$ cat src/rtl/mem_bus_ctrl_pkg.sv
// Shared types for the MEM-stage data-memory access controller:
// decoded load/store opcodes, FSM states and small opcode helpers.
package mem_bus_ctrl_pkg;

    typedef enum logic [3:0] {
        MEM_OP_NOP = 4'd0,
        MEM_OP_LB  = 4'd1,
        MEM_OP_LBU = 4'd2,
        MEM_OP_LH  = 4'd3,
        MEM_OP_LHU = 4'd4,
        MEM_OP_LW  = 4'd5,
        MEM_OP_SB  = 4'd6,
        MEM_OP_SH  = 4'd7,
        MEM_OP_SW  = 4'd8,
        MEM_OP_LL  = 4'd9,
        MEM_OP_SC  = 4'd10
    } mem_op_e;

    typedef enum logic [1:0] {
        ST_IDLE  = 2'd0,
        ST_WAIT  = 2'd1,
        ST_DONE  = 2'd2,
        ST_DRAIN = 2'd3
    } state_e;

    // Ops that drive a write cycle on the bus (SC writes when it succeeds).
    function automatic logic op_is_write(mem_op_e op);
        return op inside {MEM_OP_SB, MEM_OP_SH, MEM_OP_SW, MEM_OP_SC};
    endfunction

endpackage

$ cat src/rtl/mem_bus_ctrl_if.sv
// Registered req/ack data bus between the access controller (master)
// and the data memory (slave).
interface mem_bus_ctrl_if;

    logic        bus_req;
    logic        bus_we;
    logic [31:0] bus_addr;
    logic [3:0]  bus_sel;
    logic [31:0] bus_wdata;
    logic        bus_ack;
    logic [31:0] bus_rdata;

    modport master (
        output bus_req, bus_we, bus_addr, bus_sel, bus_wdata,
        input  bus_ack, bus_rdata
    );

    modport slave (
        input  bus_req, bus_we, bus_addr, bus_sel, bus_wdata,
        output bus_ack, bus_rdata
    );

endinterface

$ cat src/rtl/mem_bus_ctrl_align.sv
// Big-endian byte-lane steering: lane select and replicated store data for
// the request, lane extraction with sign/zero extension for the response,
// and the alignment check.
module mem_bus_ctrl_align
    import mem_bus_ctrl_pkg::*;
(
    input  mem_op_e     op,
    input  logic [1:0]  addr_lo,
    input  logic [31:0] sdata,
    input  logic [31:0] rdata,
    output logic [3:0]  sel,
    output logic [31:0] wdata,
    output logic [31:0] rdata_ext,
    output logic        misaligned
);

    logic [7:0]  byte_lane;
    logic [15:0] half_lane;

    // Pick the addressed byte/halfword; byte 0 lives in bits [31:24].
    always_comb begin
        byte_lane = 8'h00;
        case (addr_lo)
            2'b00:   byte_lane = rdata[31:24];
            2'b01:   byte_lane = rdata[23:16];
            2'b10:   byte_lane = rdata[15:8];
            default: byte_lane = rdata[7:0];
        endcase
        half_lane = addr_lo[1] ? rdata[15:0] : rdata[31:16];
    end

    // Decode lanes, store replication, load extension and alignment per op.
    // NOTE: every output gets a default first so no path through the case infers a latch.
    always_comb begin
        sel        = 4'b0000;
        wdata      = sdata;
        rdata_ext  = rdata;
        misaligned = 1'b0;
        case (op)
            MEM_OP_LB, MEM_OP_LBU, MEM_OP_SB: begin
                sel       = 4'b1000 >> addr_lo;
                wdata     = {4{sdata[7:0]}};
                rdata_ext = (op == MEM_OP_LB) ? {{24{byte_lane[7]}}, byte_lane}
                                              : {24'h000000, byte_lane};
            end
            MEM_OP_LH, MEM_OP_LHU, MEM_OP_SH: begin
                misaligned = addr_lo[0];
                sel        = addr_lo[1] ? 4'b0011 : 4'b1100;
                wdata      = {2{sdata[15:0]}};
                rdata_ext  = (op == MEM_OP_LH) ? {{16{half_lane[15]}}, half_lane}
                                               : {16'h0000, half_lane};
            end
            MEM_OP_LW, MEM_OP_SW, MEM_OP_LL, MEM_OP_SC: begin
                misaligned = |addr_lo;
                sel        = 4'b1111;
            end
            default: ;
        endcase
    end

endmodule

$ cat src/rtl/mem_bus_ctrl.sv
// MEM-stage data-memory access controller: issues one load/store per
// instruction on the req/ack bus, stalls the pipeline until the result is
// ready, and produces the load result / SC flag and LLbit update for mem_wb.
module mem_bus_ctrl
    import mem_bus_ctrl_pkg::*;
(
    input  logic          clk,
    input  logic          rst,
    input  mem_op_e       mem_op,
    input  logic [31:0]   mem_addr,
    input  logic [31:0]   mem_sdata,
    input  logic          LLbit_in,
    input  logic          flush,
    output logic [31:0]   rdata_o,
    output logic          stallreq,
    output logic          excp_adel,
    output logic          excp_ades,
    output logic          LLbit_we,
    output logic          LLbit_value,
    mem_bus_ctrl_if.master bus
);

    state_e      state, state_nxt;
    mem_op_e     op_q;
    logic [1:0]  addr_lo_q;
    logic [31:0] result_q;

    mem_op_e     al_op;
    logic [1:0]  al_addr_lo;
    logic [3:0]  al_sel;
    logic [31:0] al_wdata;
    logic [31:0] al_rdata_ext;
    logic        al_misaligned;
    logic        sc_fail;
    logic        start;

    // In IDLE the aligner decodes the incoming op; afterwards it works on the
    // op latched at issue, so the response is extended for the right lane.
    assign al_op      = (state == ST_IDLE) ? mem_op        : op_q;
    assign al_addr_lo = (state == ST_IDLE) ? mem_addr[1:0] : addr_lo_q;

    mem_bus_ctrl_align u_align (
        .op         (al_op),
        .addr_lo    (al_addr_lo),
        .sdata      (mem_sdata),
        .rdata      (bus.bus_rdata),
        .sel        (al_sel),
        .wdata      (al_wdata),
        .rdata_ext  (al_rdata_ext),
        .misaligned (al_misaligned)
    );

    assign sc_fail = (mem_op == MEM_OP_SC) && !LLbit_in;
    assign start   = (state == ST_IDLE) && (mem_op != MEM_OP_NOP) &&
                     !al_misaligned && !sc_fail && !flush;

    // Next state plus the combinational pipeline-side outputs.
    always_comb begin
        state_nxt   = state;
        stallreq    = 1'b0;
        excp_adel   = 1'b0;
        excp_ades   = 1'b0;
        LLbit_we    = 1'b0;
        LLbit_value = 1'b0;
        rdata_o     = 32'h0000_0000;
        case (state)
            ST_IDLE: begin
                excp_adel = al_misaligned && !op_is_write(mem_op);
                excp_ades = al_misaligned &&  op_is_write(mem_op);
                if (start) begin
                    stallreq  = 1'b1;
                    state_nxt = ST_WAIT;
                end
            end
            ST_WAIT: begin
                stallreq = !flush;
                if (bus.bus_ack) begin
                    state_nxt = flush ? ST_IDLE : ST_DONE;
                end else if (flush) begin
                    state_nxt = ST_DRAIN;
                end
            end
            ST_DONE: begin
                rdata_o   = (op_q == MEM_OP_SC) ? 32'h0000_0001 : result_q;
                LLbit_we  = (op_q == MEM_OP_LL) || (op_q == MEM_OP_SC);
                LLbit_value = (op_q == MEM_OP_LL);
                state_nxt = ST_IDLE;
            end
            ST_DRAIN: begin
                stallreq = (mem_op != MEM_OP_NOP) && !flush;
                if (bus.bus_ack) begin
                    state_nxt = ST_IDLE;
                end
            end
            default: state_nxt = ST_IDLE;
        endcase
    end

    // State register.
    // NOTE: sequential state uses non-blocking assignments so every flop updates together at the edge.
    always_ff @(posedge clk or negedge rst) begin
        if (!rst) begin
            state <= ST_IDLE;
        end else begin
            state <= state_nxt;
        end
    end

    // Registered bus request: loaded at issue, held through WAIT/DRAIN.
    always_ff @(posedge clk or negedge rst) begin
        if (!rst) begin
            bus.bus_req   <= 1'b0;
            bus.bus_we    <= 1'b0;
            bus.bus_addr  <= 32'h0000_0000;
            bus.bus_sel   <= 4'b0000;
            bus.bus_wdata <= 32'h0000_0000;
            op_q          <= MEM_OP_NOP;
            addr_lo_q     <= 2'b00;
        end else begin
            bus.bus_req <= (state_nxt == ST_WAIT) || (state_nxt == ST_DRAIN);
            if (start) begin
                bus.bus_we    <= op_is_write(mem_op);
                bus.bus_addr  <= {mem_addr[31:2], 2'b00};
                bus.bus_sel   <= al_sel;
                bus.bus_wdata <= al_wdata;
                op_q          <= mem_op;
                addr_lo_q     <= mem_addr[1:0];
            end
        end
    end

    // Result register: captures the extended response on a clean ack.
    always_ff @(posedge clk or negedge rst) begin
        if (!rst) begin
            result_q <= 32'h0000_0000;
        end else if ((state == ST_WAIT) && bus.bus_ack && !flush) begin
            result_q <= al_rdata_ext;
        end
    end

endmodule

$ cat src/flat_wrapper.sv
// flat-port wrapper written by rule: the top's interface ports become plain ports
module mem_bus_ctrl_flat import mem_bus_ctrl_pkg::*;
  (clk, rst, mem_op, mem_addr, mem_sdata, LLbit_in, flush, rdata_o, stallreq, excp_adel, excp_ades, LLbit_we, LLbit_value, bus_bus_req, bus_bus_we, bus_bus_addr, bus_bus_sel, bus_bus_wdata, bus_bus_ack, bus_bus_rdata);
  mem_bus_ctrl_if bus_i ();
  input  logic clk;
  input  logic rst;
  input  mem_op_e mem_op;
  input  logic [31:0] mem_addr;
  input  logic [31:0] mem_sdata;
  input  logic LLbit_in;
  input  logic flush;
  output logic [31:0] rdata_o;
  output logic stallreq;
  output logic excp_adel;
  output logic excp_ades;
  output logic LLbit_we;
  output logic LLbit_value;
  output wire logic [$bits(bus_i.bus_req)-1:0] bus_bus_req;
  output wire logic [$bits(bus_i.bus_we)-1:0] bus_bus_we;
  output wire logic [$bits(bus_i.bus_addr)-1:0] bus_bus_addr;
  output wire logic [$bits(bus_i.bus_sel)-1:0] bus_bus_sel;
  output wire logic [$bits(bus_i.bus_wdata)-1:0] bus_bus_wdata;
  input wire logic [$bits(bus_i.bus_ack)-1:0] bus_bus_ack;
  input wire logic [$bits(bus_i.bus_rdata)-1:0] bus_bus_rdata;
  assign bus_bus_req = bus_i.bus_req;
  assign bus_bus_we = bus_i.bus_we;
  assign bus_bus_addr = bus_i.bus_addr;
  assign bus_bus_sel = bus_i.bus_sel;
  assign bus_bus_wdata = bus_i.bus_wdata;
  assign bus_i.bus_ack = bus_bus_ack;
  assign bus_i.bus_rdata = bus_bus_rdata;
  mem_bus_ctrl u_core (.clk(clk), .rst(rst), .mem_op(mem_op), .mem_addr(mem_addr), .mem_sdata(mem_sdata), .LLbit_in(LLbit_in), .flush(flush), .rdata_o(rdata_o), .stallreq(stallreq), .excp_adel(excp_adel), .excp_ades(excp_ades), .LLbit_we(LLbit_we), .LLbit_value(LLbit_value), .bus(bus_i));
endmodule
$ cat config.mk
export PLATFORM = sky130hd
export DESIGN_NAME = mem_bus_ctrl_flat
export DESIGN_NICKNAME = d
export VERILOG_FILES = /design/src/rtl/mem_bus_ctrl_pkg.sv /design/src/rtl/mem_bus_ctrl_if.sv /design/src/rtl/mem_bus_ctrl_align.sv /design/src/rtl/mem_bus_ctrl.sv /design/src/flat_wrapper.sv
export SDC_FILE = /design/constraint.sdc
export NUM_CORES = 1
export LEC_CHECK = 0
export BUFFER_PORTS_ARGS = -buffer_cell sky130_fd_sc_hd__buf_4
export CORE_MARGIN = 2
export CORE_UTILIZATION = 30
export DETAILED_ROUTE_END_ITERATION = 6
export SYNTH_ARGS = -nofsm -noshare
export SYNTH_HDL_FRONTEND = slang
export SYNTH_SLANG_ARGS = --single-unit
export TNS_END_PERCENT = 30
$ cat constraint.sdc
create_clock -name clk -period 2.89 [get_ports clk]
set_input_delay 0.4335 -clock clk [delete_from_list [all_inputs] [get_ports clk]]
set_output_delay 0.4335 -clock clk [all_outputs]
set_load 0.01 [all_outputs]
Word level (Yosys, flattened, before mapping)
Index checks and enable logic that the tools add are counted.
- logic and storage cells: 83
- input bits: 105
- register bits after elaboration: 108
- output and inout port bits: 107
- equal/unequal tests: 23
- multiplexer cells: 25
- reduce and logical (&&, ||, !) cells: 25
- shifts and indexed selects: 1
- operators by type and width (cell ; count):
    two-way mux 32 bit ; 4
    one-hot mux 32 bit (2 select lines) ; 2
    == test 4 bit, second input constant ; 7
    == test 4 x 3 -> 1 bit, second input constant ; 6
    one-hot mux 8 bit (3 select lines) ; 1
    two-way mux 16 bit ; 1
    two-way mux 2 bit ; 6
    one-hot mux 4 bit (3 select lines) ; 1
    logical AND 1 bit ; 10
    == test 2 bit, second input constant ; 4
    == test 4 x 2 -> 1 bit, second input constant ; 2
    two-way mux 4 bit ; 2
    one-hot mux 2 bit (4 select lines) ; 1
    nonzero test 4 bit ; 2
    == test 2 x 1 -> 1 bit, second input constant ; 3
    OR reduction 3 bit ; 2
    zero test 1 bit ; 5
    two-way mux 1 bit ; 5
    == test 4 x 1 -> 1 bit, second input constant ; 1
    zero test 2 bit ; 2
    OR reduction 4 bit ; 1
    >> shifter 4 x 2 -> 4 bit, first input constant ; 1
    one-hot mux 1 bit (3 select lines) ; 1
    logical OR 1 bit ; 2
    other kinds (2) ; 2

Longest topological paths before layout
- word-level depth: 13
- depth in mapped cells: 11
- gate-level depth less buffers: 6

Hierarchy
Synthesis repeated with hierarchy kept, for this count alone.
- cell total of the unflattened synthesis: 510
- area total of the unflattened synthesis: 5960.7 µm²
- modules (own cells, without submodules) (module ; cells an instance ; sequential area each (µm²) ; times used ; area an instance (µm²)):
    mem_bus_ctrl ; 302 ; 2677.6 ; 1 ; 4638.2
    mem_bus_ctrl_align ; 208 ; 0.0 ; 1 ; 1322.5

Least setup slack after synthesis
No wires, ideal clock.
- path kind: flip-flop to flip-flop
- start: register u_core.state[1]
- end: register u_core.bus.bus_wdata[19]
- clock period less this slack: 2786 ps
- stages on the path, launching flop included: 9
- path slack: 104 ps
- data required time: 2762 ps
- buffers on the path: 2
- data arrival time: 2659 ps
- library setup time: 128 ps
- cells stage by stage: dfrtp_1 > nor2_2 > buf_2 > mux2i_1 > o211ai_1 > nand2_1 > clkbuf_1 > mux2_1 > mux2_1
- word-level cells in the longest chain between the ends: 9
- ends and longest elaborated chain (element ; RTL line ; RTL):
    from (decl) ; mem_bus_ctrl.sv:23 ; state_e state, state_nxt;
    from (signal assigned) ; mem_bus_ctrl.sv:105 ; state <= state_nxt;
    zero test 2 bit (*) ; mem_bus_ctrl.sv:39, mem_bus_ctrl.sv:40, mem_bus_ctrl.sv:54 ;
    two-way mux 4 bit ; mem_bus_ctrl.sv:39 ; assign al_op = (state == ST_IDLE) ? mem_op : op_q;
    == test 4 x 3 -> 1 bit, or another cell as far along ; mem_bus_ctrl_align.sv:39 ; case (op)
    OR reduction 4 bit / OR reduction 3 bit (equally long branches) ; mem_bus_ctrl_align.sv:39 ;
    one-hot mux 1 bit (2 select lines) ; mem_bus_ctrl_align.sv:39 ;
    zero test 1 bit ; mem_bus_ctrl.sv:55 ; !al_misaligned && !sc_fail && !flush;
    logical AND 1 bit ; mem_bus_ctrl.sv:54 ; assign start = (state == ST_IDLE) && (mem_op != MEM_OP_NOP) &&
    logical AND 1 bit (2 in a row) ; mem_bus_ctrl.sv:55 ;
    to (signal assigned) ; mem_bus_ctrl.sv:125 ; bus.bus_wdata <= al_wdata;
    to (decl) ; mem_bus_ctrl_if.sv:14 ; output bus_req, bus_we, bus_addr, bus_sel, bus_wdata,
Mark *: on every way between the ends. The rest lies on a longest branch, timed or not.
A chain may end at the register's enable or synchronous reset.

Final worst setup path
- start: register u_core.state[0]
- end: output stallreq
- word-level cells in the longest chain between the ends: 11
- ends and longest elaborated chain (element ; RTL line ; RTL):
    zero test 2 bit ; n/a ;
    two-way mux 4 bit ; mem_bus_ctrl.sv:39 ;
    == test 4 x 3 -> 1 bit, or another cell as far along ; mem_bus_ctrl_align.sv:39 ;
    OR reduction 4 bit / OR reduction 3 bit (equally long branches) ; mem_bus_ctrl_align.sv:39 ;
    one-hot mux 1 bit (2 select lines) ; mem_bus_ctrl_align.sv:39 ;
    zero test 1 bit ; mem_bus_ctrl.sv:55 ;
    logical AND 1 bit ; mem_bus_ctrl.sv:54 ;
    logical AND 1 bit (2 in a row) ; mem_bus_ctrl.sv:55 ;
    two-way mux 1 bit ; mem_bus_ctrl.sv:70 ; if (start) begin
    one-hot mux 1 bit (3 select lines) (*) ; mem_bus_ctrl.sv:66 ; case (state)
    to (decl) ; flat_wrapper.sv:13 ; output logic stallreq;
Marked as above.

==> results.md <==
- Rel. slew slack: 0.5012
- PD cells: approximately 1100 nW/um2
- Final setup skew: 9.970 ps
- CP Launch Type: register
- Worst Path Max Fanout: 5
- Core area: about 18,000 um2
- Asr flop ratio synth: 1.000
- Die X: roughly 140 um
- Worst slew pin tran: between 700 and 800 ps
- Vias in the first global route: 4,990
- Commonest non-fill, non-tap cell in the layout: buf_4
- Setup TNS: 0 ps
- Sequential-to-total area share from yosys stat: 0.4991
- Final Cycle Share: 0.9736
- Fill count: 1,709
- Vias per cell: roughly 5
- Placed Area: roughly 7400 um2
- Hold Path Class: in -> async
- Top layer in use: met4
- Vias post-DR: about 4,600
- Required @ worst endpoint: 2460 ps
- CTS tree: done
- Yosys cell types: between 40 and 50
- Final Cell Area: about 7800 um2
- # hold bufs at CTS: 0
- Clock buffer depth: 2
- Final WS setup: roughly 76 ps
- Most frequent cells in the layout: 243 x buf_4, 106 x dfrtp_1, 87 x mux2_1
- Wire length on met2: ~8000 um
- Top cell type's share of synthesized area: 0.4991
- Leakage power: between 3 and 4 nW
- WP data arrival: 2380 ps
- Post-Syn Area: 5415 um2
- Total global-route track usage: 0.1711
- Setup slack at placement: 70.13 ps
- Largest net degree at the start of global routing: 61
- Htree depth: 3
- 1st-pass router iterations: 4
- VDD IR-drop max: ~0.49 mV
- Post-Synthesis Cells: roughly 500
- DR WL/cell: around 17 um
- Grt total ovfl: 0
- HPWL after detailed placement: 11,940 um
- Status: finished, final reports clean
- Yosys warnings: 0
- # nets final: a little over 800
- Initial antenna violation count: 0
- Tot Pwr: between 8 and 9 mW
- Layout cells sized above 1: 0.3919
- Residual DRC: 0
- Height of the die: roughly 140 um
- Number of synthesized flops with an enable pin: 0
- N_diodes: 0
- Yosys reg bits: between 100 and 150
- M1 WL: about 6900 um
- CTS buffer count: 9
- Worst skew pair latency: between 300 and 400 ps
- IO Port Bufs: 209
- Antenna viol nets, final: 0
- Ports: approximately 210
- Crit. End Element: primary output
- Routed wl met3: between 1000 and 1500 um
- Syn-to-layout area delta: 43.28%
- Final WL: 16,290 um
- Max Slew Vio Count: 0
- Top post-synthesis cells by area: dfrtp_1 50%, mux2_1 18%, and2_1 4.6%, a21oi_1 3.6%, nand2_1 2.3%
- RSZ-0062 raised after global routing: true
- Avg Synthesized Cell Area: around 11 um2
- MaxCap Viol Count: 0
- # setup viols final: 0
- Clock Root Buffer: clkbuf_16
- Synth Flop Type: dfrtp_1
- Worst-path clk slew: roughly 70 ps
- Max Clk Rate: roughly 360 MHz
- Initial core utilization: 0.3035
- Clock sinks: about 110
- Critical path type: reg -> out
- First-pass GRT wire length: between 20,000 and 30,000 um
- Die ar.: around 19,000 um2
- Area leader, netlist: dfrtp_1
- Num rows: 49
- Multi-input gate area: 2594 um2
- Fin. Hold Viols: 0
- Placer congestion estimate: a little under 0.9
- Final min period: roughly 2800 ps
- Reg-to-reg setup timing slack: between 100 and 150 ps
- Initial drt markers: 190
- Storage cell area: roughly 2700 um2
stage by stage:
step / cells / utilization / hold slack [ps]
after floorplan: 487 / - / 137.9
after CTS: 944 / 0.4326 / 124.6
after global placement: 920 / 0.4121 / 460.5
after global routing: 946 / 0.4349 / 151.5
final: 946 / 0.4349 / 100.7
after detailed placement: 920 / 0.4121 / 469.6
flip-flops by register name (all words and copies together), names as in the netlist:
| signal | count |
|---|---|
| u_core.addr_lo_q | 2 |
| u_core.result_q | 32 |
| u_core.bus.bus_addr | 30 |
| u_core.op_q | 4 |
| u_core.state | 2 |
| u_core.bus.bus_we | 1 |
| u_core.bus.bus_wdata | 32 |
| u_core.bus.bus_req | 1 |
| u_core.bus.bus_sel | 4 |
critical path, cell delays in order (launching register included):
cell,delay (ps)
dfrtp_2,470
buf_4,160
o21a_1,200
a21oi_2,190
nor3_2,80
o211a_1,250
or4b_4,500
nand2_2,70
buf_4,110
repair_timing:
item | CTS | global route
pin swaps | 4 | 8
setup endpoints to repair | 1 | 51
gates resized for setup | 7 | 7
cloned | 0 | 0
setup buffers | 9 | 2
endpoints found under the hold margin | 0 | 0
synth_stat cells (all sizes together), types with 3 or more instances:
cell type / number
o211ai: 4
a221oi: 8
nor2: 34
a221o: 8
mux2i: 5
dfrtp: 108
o21ai: 24
a21oi: 40
buf: 13
nor3: 4
a22oi: 7
mux2: 92
and2: 40
nand2: 33
a21o: 9
clkbuf: 19
o21a: 3
cell families (layout without fill, tap and decap cells):
family                    count (synthesis)  in the layout  synth area share
muxes                                    97             97            0.2006
DFF                                     108            108            0.4991
other                                     1              2         0.0006925
AOI/OAI and AO/OA                       117            117            0.1437
and+or+nand+nor                         127            127            0.1195
buffers and inverters                    34            264           0.03327
xor gates and xnor gates                  2              2          0.003235
per-layer routing:
layer / track usage / up-vias
li1: - / 2196
met1: 0.2123 / 2263
met2: 0.2942 / 170
met3: 0.04260 / 13
met4: 0.05317 / 0
met5: 0 / -
power by group:
part           switching (mW)  internal (mW)  leakage (nW)
registers               0.452           2.27          1.29
logic                    2.31           2.37          2.26
clock network           0.537          0.626         0.135
area by class of cell:
type | instances | area share
clock inverter | 2 | 0.001290
sequential | 108 | 0.3487
clock buffer | 13 | 0.03354
inverter | 2 | 0.0009676
timing repair buffer | 247 | 0.2443
tap | 229 | 0.03693
multi-input combinational | 345 | 0.3343
worst paths after layout:
kind | startpoint | to | depth (start not counted)
min in group clk | bus_bus_ack | u_core.bus.bus_req | 2
max reg2reg | u_core.state[0] | u_core.bus.bus_addr[15] | 9
max in group asynchronous | rst | u_core.state[0] | 2
min reg2reg | u_core.result_q[23] | u_core.result_q[23] | 2
min | rst | u_core.bus.bus_wdata[8] | 1
max | u_core.state[0] | stallreq | 8
No activity file was read; power rests on OpenSTA's default activity.
